--- config.mk ---
export PLATFORM = sky130hd
export DESIGN_NAME = cordic_arb
export DESIGN_NICKNAME = d
export VERILOG_FILES = /design/src/rtl/cordic_pkg.sv /design/src/rtl/cordic_arb_tagpipe.sv /design/src/rtl/cordic_arb.sv
export SDC_FILE = /design/constraint.sdc
export NUM_CORES = 1
export LEC_CHECK = 0
export ABC_AREA = 1
export CAP_MARGIN = 25
export CORE_UTILIZATION = 39
export DETAILED_ROUTE_END_ITERATION = 16
export HOLD_SLACK_MARGIN = 0.12
export PLACE_DENSITY = 0.77
export SLEW_MARGIN = 30
export SYNTH_ARGS = -nofsm -noshare
export SYNTH_HDL_FRONTEND = slang
export SYNTH_SLANG_ARGS = --single-unit
export TNS_END_PERCENT = 10
--- constraint.sdc ---
create_clock -name clk -period 5.9 [get_ports clk]
set_input_delay 0.885 -clock clk [delete_from_list [all_inputs] [get_ports clk]]
set_output_delay 0.885 -clock clk [all_outputs]
set_load 0.02 [all_outputs]
--- src/rtl/cordic_pkg.sv ---
// Shared types and constants for the CORDIC request arbiter.
package cordic_pkg;
  localparam int CORDIC_W = 32;
  localparam int CORDIC_LATENCY = 16;
  localparam int MAX_REQ = 4;
  typedef logic [1:0] req_id_t;
endpackage

--- src/rtl/cordic_arb_tagpipe.sv ---
// Tag shift register: carries {valid, requester id} alongside the core.
module cordic_arb_tagpipe
  import cordic_pkg::*;
#(
  parameter int LATENCY = CORDIC_LATENCY
) (
  input  logic    clk,
  input  logic    rst,
  input  logic    valid,
  input  req_id_t id,
  output logic    ret_valid,
  output req_id_t ret_id
);

  logic [LATENCY-1:0] vq;
  req_id_t            iq [LATENCY];

  always_ff @(posedge clk or posedge rst) begin
    if (rst) begin
      vq <= '0;
      for (int i = 0; i < LATENCY; i++) iq[i] <= '0;
    end else begin
      vq[0] <= valid;
      iq[0] <= id;
      for (int i = 1; i < LATENCY; i++) begin
        vq[i] <= vq[i-1];
        iq[i] <= iq[i-1];
      end
    end
  end

  assign ret_valid = vq[LATENCY-1];
  assign ret_id    = iq[LATENCY-1];

endmodule

--- src/rtl/cordic_arb.sv ---
// Round-robin arbiter feeding one pipelined CORDIC core; results routed by tag.
// Optional CORDIC_ARB_PERF_EN adds issue/stall counters.
module cordic_arb
  import cordic_pkg::*;
#(
  parameter int LATENCY = CORDIC_LATENCY,
  parameter int NREQ    = 2
) (
  input  logic                     clk,
  input  logic                     rst,
  input  logic [NREQ-1:0]          req_valid,
  input  logic [NREQ*CORDIC_W-1:0] req_dataa,
  input  logic [NREQ*CORDIC_W-1:0] req_datab,
  output logic [NREQ-1:0]          req_ready,
  output logic [NREQ-1:0]          resp_valid,
  output logic [CORDIC_W-1:0]      resp_result,
  output logic                     cor_valid,
  output logic [CORDIC_W-1:0]      cor_dataa,
  output logic [CORDIC_W-1:0]      cor_datab,
  input  logic [CORDIC_W-1:0]      cor_result
`ifdef CORDIC_ARB_PERF_EN
  ,
  output logic [31:0]              perf_issued,
  output logic [31:0]              perf_stall
`endif
);

  logic [MAX_REQ-1:0]          v4;
  logic [MAX_REQ-1:0]          g4;
  logic [MAX_REQ-1:0]          oh4;
  logic [MAX_REQ*CORDIC_W-1:0] da4;
  logic [MAX_REQ*CORDIC_W-1:0] db4;
  req_id_t                     ptr;
  req_id_t                     gid;
  req_id_t                     idx;
  req_id_t                     cor_id;
  req_id_t                     tid;
  logic                        xfer;
  logic                        tv;

  // Search starts one past the last grant and wraps at NREQ-1.
  always_comb begin
    v4 = '0;
    v4[NREQ-1:0] = req_valid;
    da4 = '0;
    da4[NREQ*CORDIC_W-1:0] = req_dataa;
    db4 = '0;
    db4[NREQ*CORDIC_W-1:0] = req_datab;
    g4   = '0;
    gid  = ptr;
    idx  = ptr;
    xfer = 1'b0;
    for (int k = 0; k < NREQ; k++) begin
      idx = (idx == req_id_t'(NREQ-1)) ? 2'd0 : idx + 2'd1;
      if (!xfer && v4[idx]) begin
        g4[idx] = 1'b1;
        gid     = idx;
        xfer    = 1'b1;
      end
    end
    if (rst) begin
      g4   = '0;
      xfer = 1'b0;
    end
  end

  assign req_ready = g4[NREQ-1:0];

  always_ff @(posedge clk or posedge rst) begin
    if (rst) begin
      ptr       <= req_id_t'(NREQ-1);
      cor_valid <= 1'b0;
      cor_dataa <= '0;
      cor_datab <= '0;
      cor_id    <= '0;
    end else begin
      cor_valid <= xfer;
      if (xfer) begin
        ptr       <= gid;
        cor_dataa <= da4[{gid, 5'd0} +: CORDIC_W];
        cor_datab <= db4[{gid, 5'd0} +: CORDIC_W];
        cor_id    <= gid;
      end
    end
  end

  // Tag enters with cor_valid so it exits as cor_result settles.
  cordic_arb_tagpipe #(
    .LATENCY(LATENCY)
  ) u_tags (
    .clk      (clk),
    .rst      (rst),
    .valid    (cor_valid),
    .id       (cor_id),
    .ret_valid(tv),
    .ret_id   (tid)
  );

  assign oh4 = MAX_REQ'(1) << tid;

  always_ff @(posedge clk or posedge rst) begin
    if (rst) begin
      resp_valid  <= '0;
      resp_result <= '0;
    end else begin
      resp_valid <= tv ? oh4[NREQ-1:0] : '0;
      if (tv) resp_result <= cor_result;
    end
  end

`ifdef CORDIC_ARB_PERF_EN
  always_ff @(posedge clk or posedge rst) begin
    if (rst) begin
      perf_issued <= '0;
      perf_stall  <= '0;
    end else begin
      if (xfer) perf_issued <= perf_issued + 32'd1;
      if (|req_valid && !xfer) perf_stall <= perf_stall + 32'd1;
    end
  end
`endif

endmodule

# Word-level counts from Yosys, hierarchy flattened

Cells that the tools add are included.

Add/sub/neg operators: 2
Order comparisons: 4
Equality and inequality tests: 2
Shift operators: 3
Multiplexer cells: 19
Bitwise logic cells: 1
Reduce and logical (&&, ||, !) cells: 4

Operators by type and width:

| operator              | count |
|---|---|
| $shiftx A128 B8 Y32   | 2 |
| $mux W2               | 8 |
| $mux W1               | 7 |
| $lt A2 B3 Y1 const B  | 2 |
| $add A2 B1 Y2 const B | 2 |
| $bmux W1 S2           | 2 |
| $demux W1 S2          | 2 |
| $eq A2 B1 Y1 const B  | 2 |
| $ge A2 B1 Y1 const B  | 2 |
| $logic_and A1 B1 Y1   | 3 |
| $or A2 B2 Y2          | 1 |
| $shl A1 B2 Y2 const A | 1 |
| $logic_not A1 Y1      | 1 |

Bits in registers: 151
Bits of input ports: 164

# Longest topological paths before layout

Depth after elaboration: 11
Mapped depth: 8
Mapped depth without buffers: 7

# Modules after synthesis

Synthesis repeated with hierarchy kept, for this count alone.

Cell total of the unflattened synthesis: 769
Area total of the unflattened synthesis: 6,456.2 sq um

Modules (own cells, without submodules):

| module             | instances | cells each | area an instance (sq um) | seq. area each (sq um) |
|---|---|---|---|---|
| cordic_arb         | 1         | 718        | 5,236.3                  | 2,553.7 |
| cordic_arb_tagpipe | 1         | 51         | 1,219.9                  | 1,201.2 |

# Worst setup path after synthesis

Ideal clock, no wire load.

Path type: input to output
From: input rst
To: output req_ready[1]
Arrival: 5.069 ns
Data required time: 5.015 ns
Slack: -0.054 ns
Stages: 6
Buffers on the path: 1
Cells stage by stage: inv_1 > nand2_1 > nand2_2 > buf_6 > nand2_1 > inv_1

Longest elaborated chain between the ends: 1

Ends and longest elaborated chain:

| item            | RTL line         | source |
|---|---|---|
| start, declared | cordic_arb.sv:10 | `input logic rst,` |
| $mux W2         | cordic_arb.sv:61 | `if (rst) begin` |
| end, declared   | cordic_arb.sv:14 | `output logic [NREQ-1:0] req_ready,` |

No other way between the ends.

# Final worst setup path

Ends and elaborated chain as after synthesis.

==> flow_summary.yaml <==
floorplan:
  die-area_mm2: 0.01696
  num_rows: 46
  die_w_um: 130.2
  start_util_pct: 40.22
  fp.dieH_um: 130.2
  fp.coreArea_mm2: 0.01594
  pin_count: 265
routing:
  viasPerCell: 4.578
  wl_per_cell_um: 13.44
  route.vias.total: 5681
  antenna_left: 0
  dr.pass1.iters: 4
  routed_wl_um: 16670
  drc_errors: 0
  drt_iter0_drc: 201
min_path:
  min_path_cells: 0
  hold_path_class: "flop to flop"
  worstHoldStart: "u_tags.iq[18]"
  hold_end: "u_tags.iq[16]"
grt:
  antenna_found_initial: 0
  grt_pass1_wl_um: 25720
  grt_max_degree: 69
  overflow: 0
  grt_pass1_vias: 5166
  grtUsageTotal_pct: 19.92
sta:
  finClkSkew_ps: 7.265
  fin_crit_ps: 4486
  fmax_mhz: 222.9
  tns_ps: 0
  finalSetupViolCount: 0
  post-route-period-util_pct: 76.03
  tightest_slew_ps: 967.2
  slew_violations: 0
  finalHoldViolCount: 0
  grt_setup_unrepaired: "no"
  relSlewSlack_pct: 35.45
clocking:
  ctsHtreeMaxLevel: 4
  cts.root.buffer_cell: "clkbuf_16"
  clk_path_buf_depth: 2
  cts-resized-gates: 0
  clock-sinks: 150
  cts_hold_buf: 0
  clk_pin_slew_ps: 60
  postCtsSetupRepairBufs: 0
  cts_made_buffers: 17
  clk_latency_ps: 410
  tritoncts: "yes"
run:
  max_cap_violations: 0
logic_synthesis:
  netlist_area_mm2: 0.006412
  yosysWarnings: 0
  ys_seq_area_share_pct: 58.56
  synth_cell_types: 16
  synth-seq-cells: 150
  syn_avg_cell_area_um2: 8.360
  synthCells: 767
  synth_fp_nets: 931
worst_setup_path:
  path_max_fanout: 68
  cp_top_family: "buffers and inverters"
  cpMaxStageDelayCell: "clkdlybuf4s50_1"
  crit_chain: "clkdlybuf4s50_1 > clkinvlp_4 > buf_4 > nand2_2 > nand2_2 > buf_4 > nand2_1 > inv_1 > clkdlybuf4s50_1"
  rr_worst_depth: 7
  crit_buf_inv: 6
  required_ps: 5020
  r2r-end: "cor_datab[1]"
  end_kind: "primary output"
  worstReg2RegStart: "ptr[1]"
  critical_path_class: "primary input to primary output"
  slowest_delay_ps: 620
  r2r_slack_ps: 3540
  startpoint: "rst"
  cp.arrival_ps: 3600
  start_kind: "primary input"
cells_and_area:
  regArea_mm2: 0.003755
  multiInputGateArea_mm2: 0.001904
  layout_commonest_cell: "clkdlybuf4s50_1"
  fill_cells: 1400
  layout_common_cells: "264 x clkdlybuf4s50_1, 232 x nand2_1, 194 x nand3_1"
  final_nets: 1176
  drive_gt1_share_pct: 4.976
  final_area_mm2: 0.009728
  syn_to_final_growth_pct: 51.71
  diodes: 0
place:
  gp_congestion: 0.7809
  placed_area_mm2: 0.009150
  portBuffers: 264
  dp_hpwl_um: 11340
run_status:
  outcome: "completed"
power_and_ir_drop:
  p_leak_nw: 5.027
  ir_worst_vdd_mv: 0.2074
  cellPowerDensity_mw_per_mm2: 331.5
-- stage by stage --
| step | utilization, % | setup WS [ps] | total power, mW | hold WS (ps) | std cells |
|---|---|---|---|---|---|
| after floorplan | - | 1144 | 1.754 | 331.2 | 767 |
| after global placement | 57.39 | 1380 | 2.195 | 332.7 | 1209 |
| after detailed placement | 57.39 | 1384 | 2.213 | 334.7 | 1209 |
| after CTS | 61.02 | 1370 | 3.269 | 342.5 | 1241 |
| after global routing | 61.02 | 1174 | 3.400 | 350.2 | 1241 |
| final | 61.02 | 1414 | 3.224 | 342.0 | 1241 |
-- kinds of logic (layout without fill, tap and decap cells) --
family / after synthesis / in the layout / synth area share (%)
simple gates: 435 / 435 / 29.46
buf+inv: 181 / 439 / 11.90
flops: 150 / 150 / 58.56
compound gates: 1 / 1 / 0.07797
-- synth_stat cells (all sizes together) --
cell type | n | area share, %
buf | 39 | 3.6
clkbuf | 9 | 0.53
dfrtp | 149 | 58
dfstp | 1 | 0.41
inv | 133 | 7.8
nand2 | 236 | 14
nand3 | 196 | 15
nor2 | 2 | 0.12
nor3 | 1 | 0.078
o21ai | 1 | 0.078
-- routing by layer --
metal  vias to the layer above  part of all wire (%)  global-route usage (%)
met2                       239                    45                   31.70
li1                       2841                     -                       -
met4                         0                   1.5                   6.361
met5                         -                     0                       0
met1                      2579                    42                   24.53
met3                        22                    11                   8.282
-- worst max-delay path by stage --
stage / endpoint / slack, ps / cells past startpoint
floorplan: req_ready[1] / 1140 / 6
global placement: req_ready[1] / 1380 / 9
detailed placement: req_ready[1] / 1380 / 9
CTS: req_ready[1] / 1370 / 9
global route: req_ready[1] / 1170 / 9
finish: req_ready[1] / 1410 / 9
-- area by class of cell --
type | instances | share of cell area (%)
clock buffers | 18 | 4.514
clock inverters | 14 | 1.428
inverters | 133 | 5.170
multi-input cells | 436 | 19.58
flip-flops and latches | 150 | 38.60
well taps | 216 | 2.778
repair buffers | 274 | 27.94
-- worst reg2reg max path: stages, from the launching register on --
cell and delay, ps:
dfrtp_1 390, inv_1 110, nand3_2 600, nand2_2 260
buf_4 570, nand2_1 150, nand3_1 120, nand2_1 60
-- registers in the layout, indices dropped and copies added (netlist names) --
| signal | flops |
|---|---|
| cor_valid | 1 |
| cor_id | 1 |
| u_tags.ret_id | 2 |
| cor_datab | 32 |
| u_tags.iq | 30 |
| resp_result | 32 |
| ptr | 2 |
| u_tags.vq | 16 |
| resp_valid | 2 |
| cor_dataa | 32 |
-- where the power goes --
part	internal, mW	switching (mW)	leakage (nW)
Combinational	0.423	0.490	2.91
Clock	0.601	0.435	0.270
Sequential	1.19	0.0802	1.85
Total	2.22	1.01	5.03
(Power assumes the default switching activity.)
